File: src/rtl/s2mm_pkg.sv
// Shared types for the S2MM decimating framer: run modes and controller states.
package s2mm_pkg;

  typedef enum logic [1:0] {
    MODE_BYPASS  = 2'd0,
    MODE_DECIM   = 2'd1,
    MODE_FRAMED  = 2'd2,
    MODE_DISCARD = 2'd3
  } mode_e;

  typedef enum logic [1:0] {
    ST_IDLE  = 2'd0,
    ST_RUN   = 2'd1,
    ST_DRAIN = 2'd2
  } state_e;

  localparam int unsigned DROP_W = 32;

endpackage

File: src/rtl/axis_reg_slice.sv
// Single-entry AXI-Stream output register. Upstream may load whenever the
// entry is empty or is being drained in the same cycle, so a continuous
// stream passes at full rate with one cycle of latency.
module axis_reg_slice #(
  parameter int WIDTH = 32
) (
  input  logic               axis_aclk,
  input  logic               axis_aresetn,
  input  logic               in_valid_i,
  input  logic [WIDTH-1:0]   in_data_i,
  input  logic [WIDTH/8-1:0] in_keep_i,
  input  logic               in_last_i,
  output logic               in_ready_o,
  output logic               out_valid_o,
  input  logic               out_ready_i,
  output logic [WIDTH-1:0]   out_data_o,
  output logic [WIDTH/8-1:0] out_keep_o,
  output logic               out_last_o
);

  logic               valid_q;
  logic [WIDTH-1:0]   data_q;
  logic [WIDTH/8-1:0] keep_q;
  logic               last_q;

  assign in_ready_o  = !valid_q || out_ready_i;
  assign out_valid_o = valid_q;
  assign out_data_o  = data_q;
  assign out_keep_o  = keep_q;
  assign out_last_o  = last_q;

  // Load on an upstream push, otherwise empty once the consumer takes the beat;
  // payload is only written on a load so it stays stable while stalled.
  always_ff @(posedge axis_aclk or negedge axis_aresetn) begin
    if (!axis_aresetn) begin
      valid_q <= 1'b0;
      data_q  <= '0;
      keep_q  <= '0;
      last_q  <= 1'b0;
    end else if (in_valid_i && in_ready_o) begin
      valid_q <= 1'b1;
      data_q  <= in_data_i;
      keep_q  <= in_keep_i;
      last_q  <= in_last_i;
    end else if (out_ready_i) begin
      valid_q <= 1'b0;
    end
  end

endmodule

File: src/rtl/s2mm_decim_framer.sv
// Decimating / framing front end for a DMA S2MM channel.
//
// state    | meaning
// ---------+-----------------------------------------------------------
// ST_IDLE  | not running; input accepted and thrown away, not counted
// ST_RUN   | config latched; beats decimated/framed and forwarded
// ST_DRAIN | en dropped mid-frame; keep decimating until the frame's tlast
//          | beat leaves on m_axis
import s2mm_pkg::*;

module s2mm_decim_framer #(
  parameter int WIDTH = 32,
  parameter int CNT_W = 26,
  parameter int LEN_W = 16
) (
  input  logic               axis_aclk,
  input  logic               axis_aresetn,
  input  logic               s_axis_tvalid,
  output logic               s_axis_tready,
  input  logic               s_axis_tlast,
  input  logic [WIDTH-1:0]   s_axis_tdata,
  input  logic [WIDTH/8-1:0] s_axis_tkeep,
  output logic               m_axis_tvalid,
  input  logic               m_axis_tready,
  output logic               m_axis_tlast,
  output logic [WIDTH-1:0]   m_axis_tdata,
  output logic [WIDTH/8-1:0] m_axis_tkeep,
  input  logic               en,
  input  logic [1:0]         mode,
  input  logic [CNT_W-1:0]   decim,
  input  logic [LEN_W-1:0]   pkt_len,
  output logic [DROP_W-1:0]  drop_cnt,
  output logic               busy
);

  state_e              state_q, state_d;
  mode_e               mode_q, mode_d;
  logic [CNT_W-1:0]    decim_q, decim_d;
  logic [LEN_W-1:0]    pkt_len_q, pkt_len_d;
  logic [CNT_W-1:0]    phase_q, phase_d;
  logic [LEN_W-1:0]    frame_q, frame_d;
  logic [DROP_W-1:0]   drop_q, drop_d;

  logic                active, slice_ready, run_hs, m_hs, frame_done;
  logic [CNT_W-1:0]    phase_cur, phase_nxt;
  logic [LEN_W-1:0]    pkt_last_idx;
  logic                keep, beat_last, push;

  assign active        = (state_q != ST_IDLE);
  assign busy          = active;
  assign drop_cnt      = drop_q;
  assign s_axis_tready = active ? slice_ready : 1'b1;
  assign run_hs        = s_axis_tvalid && s_axis_tready && active;
  assign m_hs          = m_axis_tvalid && m_axis_tready;
  assign pkt_last_idx  = (pkt_len_q == '0) ? '0 : pkt_len_q - LEN_W'(1);
  // In DRAIN the frame counter only returns to zero once the closing beat is issued.
  assign frame_done    = (state_q == ST_DRAIN) && (frame_q == '0);

  // Keep/drop decision for the beat currently offered on s_axis.
  always_comb begin
    // A tlast beat in decimate mode acts as the phase-0 beat of a new cadence.
    phase_cur = (mode_q == MODE_DECIM && s_axis_tlast) ? '0 : phase_q;
    phase_nxt = (decim_q <= CNT_W'(1) || phase_cur == decim_q - CNT_W'(1)) ?
                '0 : phase_cur + CNT_W'(1);
    keep      = 1'b0;
    beat_last = 1'b0;
    unique case (mode_q)
      MODE_BYPASS: begin
        keep      = 1'b1;
        beat_last = s_axis_tlast;
      end
      MODE_DECIM: begin
        keep      = (phase_cur == '0);
        beat_last = s_axis_tlast;
      end
      MODE_FRAMED: begin
        keep      = (phase_q == '0) && !frame_done;
        beat_last = (frame_q == pkt_last_idx);
      end
      default: begin
        keep      = 1'b0;
        beat_last = 1'b0;
      end
    endcase
    push = run_hs && keep;
  end

  // Next state, config latch and phase/frame/drop counters.
  always_comb begin
    state_d   = state_q;
    mode_d    = mode_q;
    decim_d   = decim_q;
    pkt_len_d = pkt_len_q;
    phase_d   = phase_q;
    frame_d   = frame_q;
    drop_d    = drop_q;
    if (run_hs) begin
      if (mode_q == MODE_DECIM || mode_q == MODE_FRAMED) phase_d = phase_nxt;
      if (mode_q == MODE_FRAMED && keep) frame_d = beat_last ? '0 : frame_q + LEN_W'(1);
      if (!keep && drop_q != '1) drop_d = drop_q + DROP_W'(1);
    end
    unique case (state_q)
      ST_IDLE: begin
        if (en) begin
          state_d   = ST_RUN;
          mode_d    = mode_e'(mode);
          decim_d   = decim;
          pkt_len_d = pkt_len;
          phase_d   = '0;
          frame_d   = '0;
          drop_d    = '0;
        end
      end
      ST_RUN: begin
        // Look at the post-beat frame count so a beat closing the frame this
        // cycle does not leave us waiting in DRAIN for a frame that never starts.
        if (!en) state_d = (mode_q == MODE_FRAMED && frame_d != '0) ? ST_DRAIN : ST_IDLE;
      end
      ST_DRAIN: begin
        if (m_hs && m_axis_tlast && frame_q == '0) state_d = ST_IDLE;
      end
      default: state_d = ST_IDLE;
    endcase
  end

  // Controller registers.
  always_ff @(posedge axis_aclk or negedge axis_aresetn) begin
    if (!axis_aresetn) begin
      state_q   <= ST_IDLE;
      mode_q    <= MODE_BYPASS;
      decim_q   <= '0;
      pkt_len_q <= '0;
      phase_q   <= '0;
      frame_q   <= '0;
      drop_q    <= '0;
    end else begin
      state_q   <= state_d;
      mode_q    <= mode_d;
      decim_q   <= decim_d;
      pkt_len_q <= pkt_len_d;
      phase_q   <= phase_d;
      frame_q   <= frame_d;
      drop_q    <= drop_d;
    end
  end

  axis_reg_slice #(.WIDTH(WIDTH)) u_out_reg (
    .axis_aclk   (axis_aclk),
    .axis_aresetn(axis_aresetn),
    .in_valid_i  (push),
    .in_data_i   (s_axis_tdata),
    .in_keep_i   (s_axis_tkeep),
    .in_last_i   (beat_last),
    .in_ready_o  (slice_ready),
    .out_valid_o (m_axis_tvalid),
    .out_ready_i (m_axis_tready),
    .out_data_o  (m_axis_tdata),
    .out_keep_o  (m_axis_tkeep),
    .out_last_o  (m_axis_tlast)
  );

endmodule

File: config.mk
export PLATFORM = sky130hd
export DESIGN_NAME = s2mm_decim_framer
export DESIGN_NICKNAME = d
export VERILOG_FILES = /design/src/rtl/s2mm_pkg.sv /design/src/rtl/axis_reg_slice.sv /design/src/rtl/s2mm_decim_framer.sv
export SDC_FILE = /design/constraint.sdc
export NUM_CORES = 1
export LEC_CHECK = 0
export BUFFER_PORTS_ARGS = -buffer_cell sky130_fd_sc_hd__buf_2
export CELL_PAD_IN_SITES_DETAIL_PLACEMENT = 0
export CELL_PAD_IN_SITES_GLOBAL_PLACEMENT = 2
export CORE_ASPECT_RATIO = 1.5
export CORE_MARGIN = 4
export CORE_UTILIZATION = 35
export DETAILED_ROUTE_END_ITERATION = 16
export PLACE_DENSITY = 0.9
export SKIP_CTS_REPAIR_TIMING = 1
export SLEW_MARGIN = 25
export SYNTH_ARGS = -nofsm -noshare
export SYNTH_HDL_FRONTEND = slang
export SYNTH_SLANG_ARGS = --single-unit
File: constraint.sdc
create_clock -name axis_aclk -period 4.9 [get_ports axis_aclk]
set_input_delay 0.245 -clock axis_aclk [delete_from_list [all_inputs] [get_ports axis_aclk]]
set_output_delay 0.245 -clock axis_aclk [all_outputs]
set_load 0.01 [all_outputs]
Yosys cells after proc, flatten, opt, wreduce, memory -nomap -nowiden
Cells that the tools add are included.
{ "op_classes": {"n_reduce_logical": 31, "n_lt_le_gt_ge": 1, "add_sub_neg": 5, "eq_ne": 10, "mux": 26} }
{ "ops": {"columns": ["op", "count"], "rows": [
  ["$mux 26", 6],
  ["$mux 32", 4],
  ["$mux 16", 6],
  ["$logic_not 26->1", 2],
  ["$add 32x1->32 const B", 1],
  ["$logic_not 16->1", 2],
  ["$ne 32x32->1 const B", 1],
  ["$add 26x1->26 const B", 1],
  ["$eq 26x26->1", 1],
  ["$le 26x1->1 const B", 1],
  ["$sub 26x1->26 const B", 1],
  ["$add 16x1->16 const B", 1],
  ["$eq 16x16->1", 1],
  ["$reduce_bool 16->1", 1],
  ["$sub 16x1->16 const B", 1],
  ["$logic_and 1x1->1", 13],
  ["$mux 2", 4],
  ["$pmux 2 s3", 1],
  ["$eq 2x1->1 const B", 2],
  ["$eq 2x2->1 const B", 2],
  ["$logic_not 2->1", 2],
  ["$ne 2x2->1 const B", 2],
  ["$reduce_bool 2->1", 2],
  ["$logic_not 1->1", 3],
  ["other kinds (8)", 12]
]} }
{ "word_totals": {"reg_bits": 158, "out_inout_bits": 72} }

Depth between registers and ports, before layout
{ "depth": {"word_depth": 13, "mapped_depth": 18} }

Modules after synthesis
A second synthesis with hierarchy kept.
{ "unflattened": {"hier_cells": 1147, "area_unflattened_um2": 9841.9} }
{ "modules_own_cells": {"columns": ["mod", "seq_area_each_um2", "area_per_inst_um2", "n_inst", "cells_each"], "rows": [
  ["s2mm_decim_framer", 3002.9, 8269.2, 1, 1066],
  ["axis_reg_slice", 950.9, 1572.8, 1, 81]
]} }

Worst setup path before layout
OpenSTA, ideal clock, no wires.
{ "synth_timing": {"path_kind": "reg-to-reg", "start": "reg mode_q[1]", "end": "reg state_q[1]", "required_time_ps": 4766, "stages_incl_launch_ff": 18, "arrival_time_ps": 3628, "path_buffers": 4, "setup_ps": 134, "period_less_slack_ps": 3762, "setup_slack_ps": 1138, "cell_sequence": "dfrtp_1 inv_1 ha_1 nand2_1 clkbuf_1 clkbuf_1 clkbuf_1 nand2_1 ha_1 a211oi_1 a211oi_1 and2_1 clkbuf_1 a211oi_1 o221ai_1 or4_1 o21ai_0 a31oi_1"} }
{ "synth_between": {"elab_chain_len": 13, "word_cells_on_any_way": 18, "classes_between": "eq/ne: 2; mux: 9; reduce/logical: 7"} }
{ "synth_rtl": {"columns": ["element", "line_no", "source"], "rows": [
  ["start, declared", "s2mm_decim_framer.sv:37", "mode_e mode_q, mode_d;"],
  ["start signal, assigned", "s2mm_decim_framer.sv:138", "mode_q <= mode_d;"],
  ["$eq 2x1->1", "s2mm_decim_framer.sv:62, s2mm_decim_framer.sv:67", null],
  ["$logic_and 1x1->1", "s2mm_decim_framer.sv:62", "phase_cur = (mode_q == MODE_DECIM && s_axis_tlast) ? '0 : phase_q;"],
  ["$mux 26", "s2mm_decim_framer.sv:62", null],
  ["$logic_not 26->1", "s2mm_decim_framer.sv:73", "keep = (phase_cur == '0);"],
  ["$pmux 1 s3", "s2mm_decim_framer.sv:67", "unique case (mode_q)"],
  ["$logic_and 1x1->1", "s2mm_decim_framer.sv:99", "if (mode_q == MODE_FRAMED && keep) frame_d = beat_last ? '0 : frame_q + LEN_W'(1);"],
  ["$mux 16", "s2mm_decim_framer.sv:99", null],
  ["$mux 16", "s2mm_decim_framer.sv:97", "if (run_hs) begin"],
  ["$reduce_bool 16->1", "s2mm_decim_framer.sv:117", "if (!en) state_d = (mode_q == MODE_FRAMED && frame_d != '0) ? ST_DRAIN : ST_IDLE;"],
  ["$logic_and 1x1->1 (*)", "s2mm_decim_framer.sv:117", null],
  ["$mux 2 (*) (2 in a row)", "s2mm_decim_framer.sv:117", null],
  ["$pmux 2 s3 (*)", "s2mm_decim_framer.sv:102", "unique case (state_q)"],
  ["end signal, assigned", "s2mm_decim_framer.sv:137", "state_q <= state_d;"],
  ["end, declared", "s2mm_decim_framer.sv:36", "state_e state_q, state_d;"]
]} }
Every way passes the cells marked *; elsewhere a longest branch is shown, timed or not. The select of a mux whose other input is x is not followed.
A chain may end at the register's enable or synchronous reset.

Worst setup path after layout
Same ends and word-level chain as after synthesis.

==> results by group <==
Run status
  • Status: complete, but fails checks
  • Failing checks: negative hold slack

Synth
  • Syn Std Cell Area: 10000 um^2
  • Synthesized flop and latch total: 158
  • Count leader, synth: nand2_1
  • Post-synth top cells: nand2_1 (208), dfrtp_1 (158), nor2_1 (88), clkbuf_1 (67), nand3_1 (52)
  • Syn Area/Cell: 8.54 um^2
  • Asr flop ratio synth: 100%
  • Post-synth EDFFs: 0
  • Seq/Total Area, Yosys: 39.4%
  • Synth unique cells: 75
  • Yosys top cell area share: 39.4%
  • Yosys top cell by area: dfrtp_1
  • Largest cells by area after synthesis: dfrtp_1 (39%), nand2_1 (7.8%), xnor2_1 (4.2%)
  • Mapped Nets: 1273
  • Yosys warning count: 0
  • Post-Syn Instances: 1175
  • Main flop type after synthesis: dfrtp_1

Floorplan
  • DIE AREA: 31500 um^2
  • I/O pins: 158
  • Die Ht: 215 um
  • Die Span X: 146 um
  • Row Count: 75
  • Starting Density: 35.7%
  • Core Box Area: 28200 um^2

STA
  • Setup Skew: 0.0109 ns
  • RSZ-0062 raised after global routing: false
  • Endpoints failing hold: 13
  • Final Max Slew Viols: 0
  • Final setup violation count: 0
  • Fmax achieved: 0.250 GHz
  • Fin crit period: 4.01 ns
  • Hold WS: -0.0177 ns
  • PnR worst setup slack: 0.892 ns
  • Post-route clock period utilization: 81.8%
  • Setup TNS Final: 0 ns
  • Slew headroom: 34.9%
  • Worst Tran Pin Value: 0.973 ns

Setup path
  • CP arrival: 4.32 ns
  • Critical Path RT: 5.21 ns
  • CP Capture Type: register
  • Critical path fanouts, max: 15
  • CP startpoint kind: register
  • Critical path class: register to register

Power
  • Net Sw Frac: 35.2%
  • Pint: 2.74 mW
  • Switching Power: 1.49 mW
  • Total chip power: 4.23 mW
  • Share of power burned in the clock network: 33.0%
  • Maximum VDD drop: 0.000276 V
  • Pwr Density: 355 nW/um^2
  • Power share of the sequential group: 41.6%
  • Cell leakage power: 5.20 nW
  • Comb power frac: 25.4%

Finish
  • Area Growth Syn to Fin: 18.7%
  • Fin cells: 1666
  • Filler cells: 2840
  • Share of layout cells above drive strength 1: 21.1%
  • Diode count: 0
  • Post-layout net count: 1405

Placed design
  • Final Wtd Congestion: 0.911
  • Setup WS pre-CTS: 0.911 ns
  • Placed insts: 1606
  • Post-DP HPWL: 22000 um
  • Quantity of I/O buffers inserted on ports: 157

Global routing
  • Largest net degree at the start of global routing: 84
  • Number of global-route vias before repair: 9145
  • GRT Util Overall: 19.0%
  • GRT overflow: 0
  • Initial antenna violation count: 0
  • First-pass GRT wire length: 48300 um

Route
  • Vias per cell: 5.44
  • Final WL: 29900 um
  • Antenna Violating Nets Remaining: 0
  • Via count: 9064
  • 1st-iter DRT viols: 513
  • Wire length per cell: 18.0 um
  • DR DRC count: 0
  • DR pass1 iterations: 5

CTS
  • Reg clk slew, reported paths: 0.08 ns
  • Max clock buf depth: 2
  • Num CTS Buffers: 17
  • Clock Sinks: 158
  • H-tree Lvls: 4
  • CTS root buffer: clkbuf_16
  • Clk Latency, worst-skew pair: 0.46 ns
  • CTS tree: done

Worst hold path
  • Hold Path Class: input port to register

Job
  • Maxcap violations: 0
-- cells in the final DEF (no fill, tap or decap), drive strengths merged, types with 38 or more instances in the layout --
cell / instances
nand2: 208
buf: 166
dfrtp: 158
nor2: 88
o21ai: 53
nand3: 52
nor3: 51
xnor2: 48
a21oi: 46
xor2: 41
nor4: 40
mux2: 38
-- kinds of logic (layout without fill, tap and decap cells) --
family                   count (synthesis)  after routing  synth area share [%]
AND/OR/NAND/NOR                        576            576                  29.0
AO/OA/AOI/OAI                          176            176                  11.9
flip-flops                             158            158                  39.4
buffers and inverters                  110            255                  4.49
XOR/XNOR                                90             90                  7.99
multiplexers                            53             53                  5.76
adder cells (fa/ha/maj)                 12             12                  1.50
-- stage by stage --
stage,utilization (%),area (um^2)
2_1_floorplan,-,10000
3_3_place_gp,39.1,11000
3_5_place_dp,39.1,11000
4_1_cts,41.3,11600
5_1_grt,42.3,11900
6_report,42.3,11900
-- registers in the layout (all words and copies together) (netlist names) --
name,flops
pkt_len_q,16
decim_q,26
u_out_reg.out_data_o,32
state_q,2
phase_q,26
u_out_reg.out_last_o,1
mode_q,2
u_out_reg.out_keep_o,4
u_out_reg.out_valid_o,1
drop_cnt,32
frame_q,16
-- cell type report --
cell class,count,area [um^2],share of cell area [%]
flip-flops and latches,158,3950,33.2
inverters,29,109,0.914
clock buffers,17,425,3.57
clock inverters,15,211,1.77
well taps,346,433,3.63
repair buffers,194,1140,9.57
multi-input cells,907,5640,47.4
-- worst max-delay path, cell delays in order, from the launching register on --
cell,delay [ns]
dfrtp_1,0.41
inv_1,0.10
ha_1,0.39
nand2_1,0.42
nand2_1,0.24
ha_1,0.21
a21oi_1,0.08
a21o_1,0.18
a211oi_1,0.27
and2_1,0.47
and4_1,0.26
o221ai_1,0.13
or4_1,0.51
o21ai_0,0.09
a31oi_1,0.11
-- power by group through the flow --
stage / Sequential [mW] / Clock [mW] / Combinational [mW]
after floorplan: 1.78 / 0 / 0.659
after global placement: 1.77 / 0 / 1.06
after detailed placement: 1.78 / 0 / 1.07
after CTS: 1.76 / 1.44 / 1.08
after global routing: 1.80 / 1.50 / 1.20
final: 1.76 / 1.40 / 1.07
-- per-layer routing --
layer | global-route usage (%) | vias up | share of wire, %
met5 | 0 | - | 0
met1 | 20.4 | 4407 | 38
li1 | - | 4382 | -
met2 | 35.8 | 201 | 55
met4 | 8.79 | 0 | 4.2
met3 | 3.40 | 74 | 3.1
-- final timing paths --
check	startpoint	endpoint	slack, ns	cells after the start
max	mode_q[1]$_DFFE_PN0P_	state_q[1]$_DFFE_PN0P_	0.89	14
min reg2reg	u_out_reg.out_data_o[20]$_DFFE_PN0P_	u_out_reg.out_data_o[20]$_DFFE_PN0P_	0.50	1
min in group asynchronous	axis_aresetn	pkt_len_q[3]$_DFFE_PN0P_	0.41	2
max reg2reg	mode_q[1]$_DFFE_PN0P_	state_q[1]$_DFFE_PN0P_	0.89	14
min	decim[6]	decim_q[6]$_DFFE_PN0P_	-0.02	3
max in group asynchronous	axis_aresetn	drop_cnt[21]$_DFF_PN0_	3.43	3
Note: power is estimated with default switching activity, not from simulation.
